[src/rtl/pkg_cl.sv]
// Shared definitions for the chess-lab match control (circuito_CL).
// State encodings are also decoded by the debug display logic.
package pkg_cl;

  localparam int COORD_W        = 4;
  localparam int TIMEOUT_PADRAO = 25000;
  localparam int RODADAS_PADRAO = 16;

  typedef enum logic [3:0] {
    OCIOSO     = 4'd0,
    INICIALIZA = 4'd1,
    CARREGA    = 4'd2,
    ESPERA     = 4'd3,
    COMPARA    = 4'd4,
    ACERTO     = 4'd5,
    ERRO       = 4'd6,
    TROCA      = 4'd7,
    FIM        = 4'd15
  } estado_t;

endpackage

[src/rtl/contador_timeout_cl.sv]
// Per-move timeout up-counter: clear, enable, terminal-count flag.
// Ports: clock, reset (sync, active-low), clr_i, en_i, fim_o.
module contador_timeout_cl #(
  parameter int MAXIMO = 25000
) (
  input  logic clock,
  input  logic reset,
  input  logic clr_i,
  input  logic en_i,
  output logic fim_o
);

  localparam int W = $clog2(MAXIMO);
  localparam logic [W-1:0] ULTIMO = W'(MAXIMO - 1);

  logic [W-1:0] cnt_q;
  logic [W-1:0] cnt_d;

  assign fim_o = (cnt_q == ULTIMO);

  // Holds at the terminal value so the count never wraps.
  always_comb begin
    cnt_d = cnt_q;
    if (clr_i) begin
      cnt_d = '0;
    end else if (en_i && !fim_o) begin
      cnt_d = cnt_q + 1'b1;
    end
  end

  always_ff @(posedge clock) begin
    if (!reset) begin
      cnt_q <= '0;
    end else begin
      cnt_q <= cnt_d;
    end
  end

endmodule

[src/rtl/controle_rodada_cl.sv]
// Round control for a two-player chess-lab match: target fetch,
// move timeout, compare, per-player scores and turn alternation.
// Ports: clock, reset (sync, active-low), iniciar, terminar,
//   temJogada, jogada/alvo coords in; rom_addr, jogador, pontos1/2,
//   acertou, errou, timeout, pronto, db_estado out.
module controle_rodada_cl
  import pkg_cl::*;
#(
  parameter int TIMEOUT_CICLOS = TIMEOUT_PADRAO,
  parameter int N_RODADAS      = RODADAS_PADRAO,
  parameter int ADDR_W         = 4,
  parameter int PONTOS_W       = 4
) (
  input  logic                clock,
  input  logic                reset,
  input  logic                iniciar,
  input  logic                terminar,
  input  logic                temJogada,
  input  logic [COORD_W-1:0]  jogadaFileira,
  input  logic [COORD_W-1:0]  jogadaColuna,
  input  logic [COORD_W-1:0]  alvoFileira,
  input  logic [COORD_W-1:0]  alvoColuna,
  output logic [ADDR_W-1:0]   rom_addr,
  output logic                jogador,
  output logic [PONTOS_W-1:0] pontos1,
  output logic [PONTOS_W-1:0] pontos2,
  output logic                acertou,
  output logic                errou,
  output logic                timeout,
  output logic                pronto,
  output logic [3:0]          db_estado
);

  localparam logic [ADDR_W-1:0]   ULTIMA = ADDR_W'(N_RODADAS - 1);
  localparam logic [PONTOS_W-1:0] P_MAX  = {PONTOS_W{1'b1}};

  estado_t estado_q, estado_d;

  logic                tj_q;
  logic [ADDR_W-1:0]   rodada_q;
  logic                jogador_q;
  logic [PONTOS_W-1:0] pontos1_q;
  logic [PONTOS_W-1:0] pontos2_q;
  logic                to_q;
  logic [COORD_W-1:0]  alvo_f_q;
  logic [COORD_W-1:0]  alvo_c_q;
  logic [COORD_W-1:0]  jog_f_q;
  logic [COORD_W-1:0]  jog_c_q;

  logic jogada_ev;
  logic aborta;
  logic acerto;
  logic ultima;
  logic to_fim;
  logic to_clr;
  logic to_en;

  assign jogada_ev = temJogada & ~tj_q;
  assign aborta    = terminar &&
                     (estado_q != OCIOSO) &&
                     (estado_q != FIM);
  assign acerto    = (jog_f_q == alvo_f_q) &&
                     (jog_c_q == alvo_c_q);
  assign ultima    = (rodada_q == ULTIMA);
  assign to_clr    = (estado_q == INICIALIZA) ||
                     (estado_q == CARREGA);
  assign to_en     = (estado_q == ESPERA);

  contador_timeout_cl #(
    .MAXIMO(TIMEOUT_CICLOS)
  ) u_timeout (
    .clock(clock),
    .reset(reset),
    .clr_i(to_clr),
    .en_i (to_en),
    .fim_o(to_fim)
  );

  always_comb begin
    estado_d = estado_q;
    unique case (estado_q)
      OCIOSO:     if (iniciar) estado_d = INICIALIZA;
      INICIALIZA: estado_d = CARREGA;
      CARREGA:    estado_d = ESPERA;
      ESPERA: begin
        // A move in the same cycle as the timeout wins.
        if (jogada_ev)   estado_d = COMPARA;
        else if (to_fim) estado_d = ERRO;
      end
      COMPARA:    estado_d = acerto ? ACERTO : ERRO;
      ACERTO:     estado_d = TROCA;
      ERRO:       estado_d = TROCA;
      TROCA:      estado_d = ultima ? FIM : CARREGA;
      FIM:        if (iniciar) estado_d = INICIALIZA;
      default:    estado_d = OCIOSO;
    endcase
    if (aborta) estado_d = FIM;
  end

  always_ff @(posedge clock) begin
    if (!reset) begin
      estado_q  <= OCIOSO;
      tj_q      <= 1'b0;
      rodada_q  <= '0;
      jogador_q <= 1'b0;
      pontos1_q <= '0;
      pontos2_q <= '0;
      to_q      <= 1'b0;
      alvo_f_q  <= '0;
      alvo_c_q  <= '0;
      jog_f_q   <= '0;
      jog_c_q   <= '0;
    end else begin
      estado_q <= estado_d;
      tj_q     <= temJogada;
      // An aborted state performs none of its register updates.
      if (!aborta) begin
        unique case (estado_q)
          INICIALIZA: begin
            rodada_q  <= '0;
            jogador_q <= 1'b0;
            pontos1_q <= '0;
            pontos2_q <= '0;
          end
          CARREGA: begin
            alvo_f_q <= alvoFileira;
            alvo_c_q <= alvoColuna;
            to_q     <= 1'b0;
          end
          ESPERA: begin
            if (jogada_ev) begin
              jog_f_q <= jogadaFileira;
              jog_c_q <= jogadaColuna;
            end else if (to_fim) begin
              to_q <= 1'b1;
            end
          end
          ACERTO: begin
            if (!jogador_q) begin
              if (pontos1_q != P_MAX) pontos1_q <= pontos1_q + 1'b1;
            end else begin
              if (pontos2_q != P_MAX) pontos2_q <= pontos2_q + 1'b1;
            end
          end
          TROCA: begin
            if (!ultima) begin
              rodada_q  <= rodada_q + 1'b1;
              jogador_q <= ~jogador_q;
            end
          end
          default: ;
        endcase
      end
    end
  end

  always_comb begin
    acertou = 1'b0;
    errou   = 1'b0;
    timeout = 1'b0;
    pronto  = 1'b0;
    unique case (estado_q)
      ACERTO: acertou = 1'b1;
      ERRO: begin
        errou   = 1'b1;
        timeout = to_q;
      end
      FIM:    pronto = 1'b1;
      default: ;
    endcase
  end

  assign rom_addr  = rodada_q;
  assign jogador   = jogador_q;
  assign pontos1   = pontos1_q;
  assign pontos2   = pontos2_q;
  assign db_estado = estado_q;

endmodule

[config.mk]
export PLATFORM = sky130hd
export DESIGN_NAME = controle_rodada_cl
export DESIGN_NICKNAME = d
export VERILOG_FILES = /design/src/rtl/pkg_cl.sv /design/src/rtl/contador_timeout_cl.sv /design/src/rtl/controle_rodada_cl.sv
export SDC_FILE = /design/constraint.sdc
export NUM_CORES = 1
export LEC_CHECK = 0
export CAP_MARGIN = 10
export CORE_MARGIN = 2
export CORE_UTILIZATION = 40
export DETAILED_ROUTE_END_ITERATION = 6
export REMOVE_ABC_BUFFERS = 1
export SLEW_MARGIN = 30
export SYNTH_ARGS = -nofsm -noshare
export SYNTH_HDL_FRONTEND = slang
export SYNTH_SLANG_ARGS = --single-unit
[constraint.sdc]
create_clock -name clock -period 2.1 [get_ports clock]
set_input_delay 0.315 -clock clock [delete_from_list [all_inputs] [get_ports clock]]
set_output_delay 0.315 -clock clock [all_outputs]
set_load 0.01 [all_outputs]
==> impl_metrics.tcl <==
set metrics [dict create \
    fp.dieW_um 83.2 \
    finalSetupViolCount 0 \
    nFillCells 586 \
    timing.hold.ws_ns 0.480 \
    status "finished clean" \
    grt_pass1_vias 1997 \
    antenna_found_initial 0 \
    slew_headroom_pct 72.2 \
    startpoint_type "register" \
    first_pass_iters 4 \
    cts_tree "done" \
    vias_per_cell 5.23 \
    diodes 0 \
    cts.path.max_buffers 2 \
    fp.dieH_um 83.2 \
    io_pins 42 \
    overflow 0 \
    synth_flop_cell "dfxtp_1" \
    ant_nets 0 \
    clock_latency_ns 0.31 \
    worst_pin_slew_ns 0.411 \
    ys_seq_area_share_pct 39.9 \
    syn_area_um2 2510 \
    setup_tns_ns 0 \
    dp_hpwl_um 4130 \
    worstSetupEndpointType "output port" \
    ir_worst_vdd_v 0.000320 \
    nets 359 \
    start_util_pct 41.8 \
    path_max_fanout 10 \
    wl_per_cell_um 13.4 \
    r2r_cells 5 \
    drtIter0Drc 95 \
    grt_max_degree 16 \
    drc_errors 0 \
    ys.warnings.count 0 \
    maxCapViolCount 0 \
    cp.arrival_ns 1.67 \
    rows 28 \
    worstPathRequired_ns 1.78 \
    hold_path_class "reg2reg" \
    netlist_instances 283 \
    synth_area_per_cell_um2 8.86 \
    period_share_pct 94.5 \
    worstSetupPathType "reg2out" \
    ys_ff_latch 50 \
    syn_to_final_growth_pct 26.9 \
    cellLeakagePower_nw 1.19 \
    clock_skew_ns 0.00336 \
    vias 2143 \
    core_um2 5990 \
    hold_path_depth 2 \
    slew_violations 0 \
    numPortBuffers 41 \
    cts-buffers-inserted 5 \
    clock.fmax_mhz 504 \
    htree_num_levels 2 \
    wirelength_um 5490 \
    cts_sinks 50 \
    clk_transition_reported_paths_ns 0.09 \
    drive_above_1_share_pct 11.0 \
    place_congestion 0.784 \
    grtUsageTotal_pct 16.5 \
    dieArea_um2 6910 \
    p_per_area_nw_per_um2 784 \
    fin_crit_ns 1.98 \
    final_cell_mix "47 x dfxtp_1, 41 x clkdlybuf4s50_1, 31 x nor2_1, 29 x nand2_1, 20 x xnor2_1" \
    yosysUniqueCellTypes 51 \
    ctsRootBufferMaster "clkbuf_8" \
    final_common_cell "dfxtp_1" \
    synth_edf_count 0 \
    hold_violations 0 \
    rsz0062_at_grt "false" \
    synthArstFlopShare_pct 0 \
    grt_pass1_wl_um 9450 \
]
-- sequential cells by signal (all words and copies together), names as in the netlist --
| signal | flops |
|---|---|
| alvo_c_q | 4 |
| alvo_f_q | 4 |
| db_estado | 4 |
| jog_c_q | 4 |
| jog_f_q | 4 |
| jogador | 1 |
| pontos1 | 4 |
| pontos2 | 4 |
| rom_addr | 4 |
| tj_q | 1 |
| to_q | 1 |
| u_timeout.cnt_q | 15 |
-- layer usage --
layer,track usage [%],vias up,routed length (um)
met5,0,-,0
met4,5.37,0,83
met3,3.38,6,278
met2,26.5,52,2470
met1,22.2,996,2660
li1,-,1089,-
-- worst paths after layout --
kind,to,start,slack (ns)
worst min register to register,alvo_f_q[1],alvo_f_q[1],0.48
worst min-delay path,alvo_f_q[1],alvo_f_q[1],0.48
worst max register to register,db_estado[0],u_timeout.cnt_q[11],0.26
worst max-delay path,pronto,db_estado[2],0.12
-- critical path: stages, from the launching register on --
cell,delay [ns]
dfxtp_2,0.37
buf_4,0.17
and4_1,0.26
clkdlybuf4s50_1,0.56
-- cells in the mapped netlist (2+ instances only) --
cell | count | area share [%]
a21boi_0 | 11 | 3.3
a21oi_1 | 6 | 1.2
and2_1 | 6 | 1.5
and3_1 | 4 | 1.0
and4_1 | 2 | 0.70
buf_2 | 5 | 1.0
buf_6 | 2 | 0.90
clkbuf_1 | 7 | 1.0
dfxtp_1 | 50 | 40
ha_1 | 4 | 2.0
mux2i_1 | 12 | 4.8
nand2_1 | 29 | 4.3
nand2b_1 | 2 | 0.50
nand3_1 | 16 | 3.2
nand4_1 | 4 | 1.0
nor2_1 | 31 | 4.6
nor2b_1 | 13 | 3.2
nor3_1 | 7 | 1.4
nor3b_1 | 2 | 0.60
nor4_1 | 5 | 1.2
nor4b_1 | 3 | 1.0
o21a_1 | 2 | 0.60
o21ai_0 | 5 | 1.0
or3_1 | 2 | 0.50
xnor2_1 | 20 | 7.0
xor2_1 | 8 | 2.8
-- kinds of logic after synthesis --
logic type | count (synthesis) | synth area share (%)
multiplexers | 12 | 4.79
buffers and inverters | 15 | 3.10
flip-flops | 50 | 39.9
AO/OA/AOI/OAI | 37 | 10.8
adder cells (fa/ha/maj) | 4 | 2.00
AND/OR/NAND/NOR | 137 | 29.6
XOR/XNOR | 28 | 9.79
-- final cells by class --
class,count,area (um^2),area share [%]
sequential,50,1000,31.6
inverter,1,3.75,0.118
timing repair buffer,58,538,16.9
tap,75,93.8,2.95
clock buffer,6,72.6,2.28
clock inverter,2,37.5,1.18
multi-input combinational,218,1430,45.0
-- power by group --
part | total [W] | leakage, nW | switching, W | internal, W
clock network | 0.000679 | 0.0514 | 0.000323 | 0.000356
logic | 0.000737 | 0.735 | 0.000391 | 0.000346
registers | 0.00108 | 0.405 | 0.0000686 | 0.00101
-- per-stage QoR --
step	utilization, %	setup slack (ns)	power [W]	std cells	cell area, um^2
after floorplan	-	0.0427	0.00150	269	2430
final	53.1	0.116	0.00249	410	3180
after CTS	53.0	0.00310	0.00251	410	3180
after global placement	51.1	0.0886	0.00182	402	3060
after global routing	53.1	0.0386	0.00264	410	3180
after detailed placement	51.1	0.0823	0.00183	402	3060
-- what timing repair did --
action,4_1_cts,5_1_grt
buffers inserted,0,0
setup endpoints to repair,1,4
hold buffers,0,0
resized for setup,1,3
hold endpoints to repair,0,0
Power figures use the tool's default switching activity.
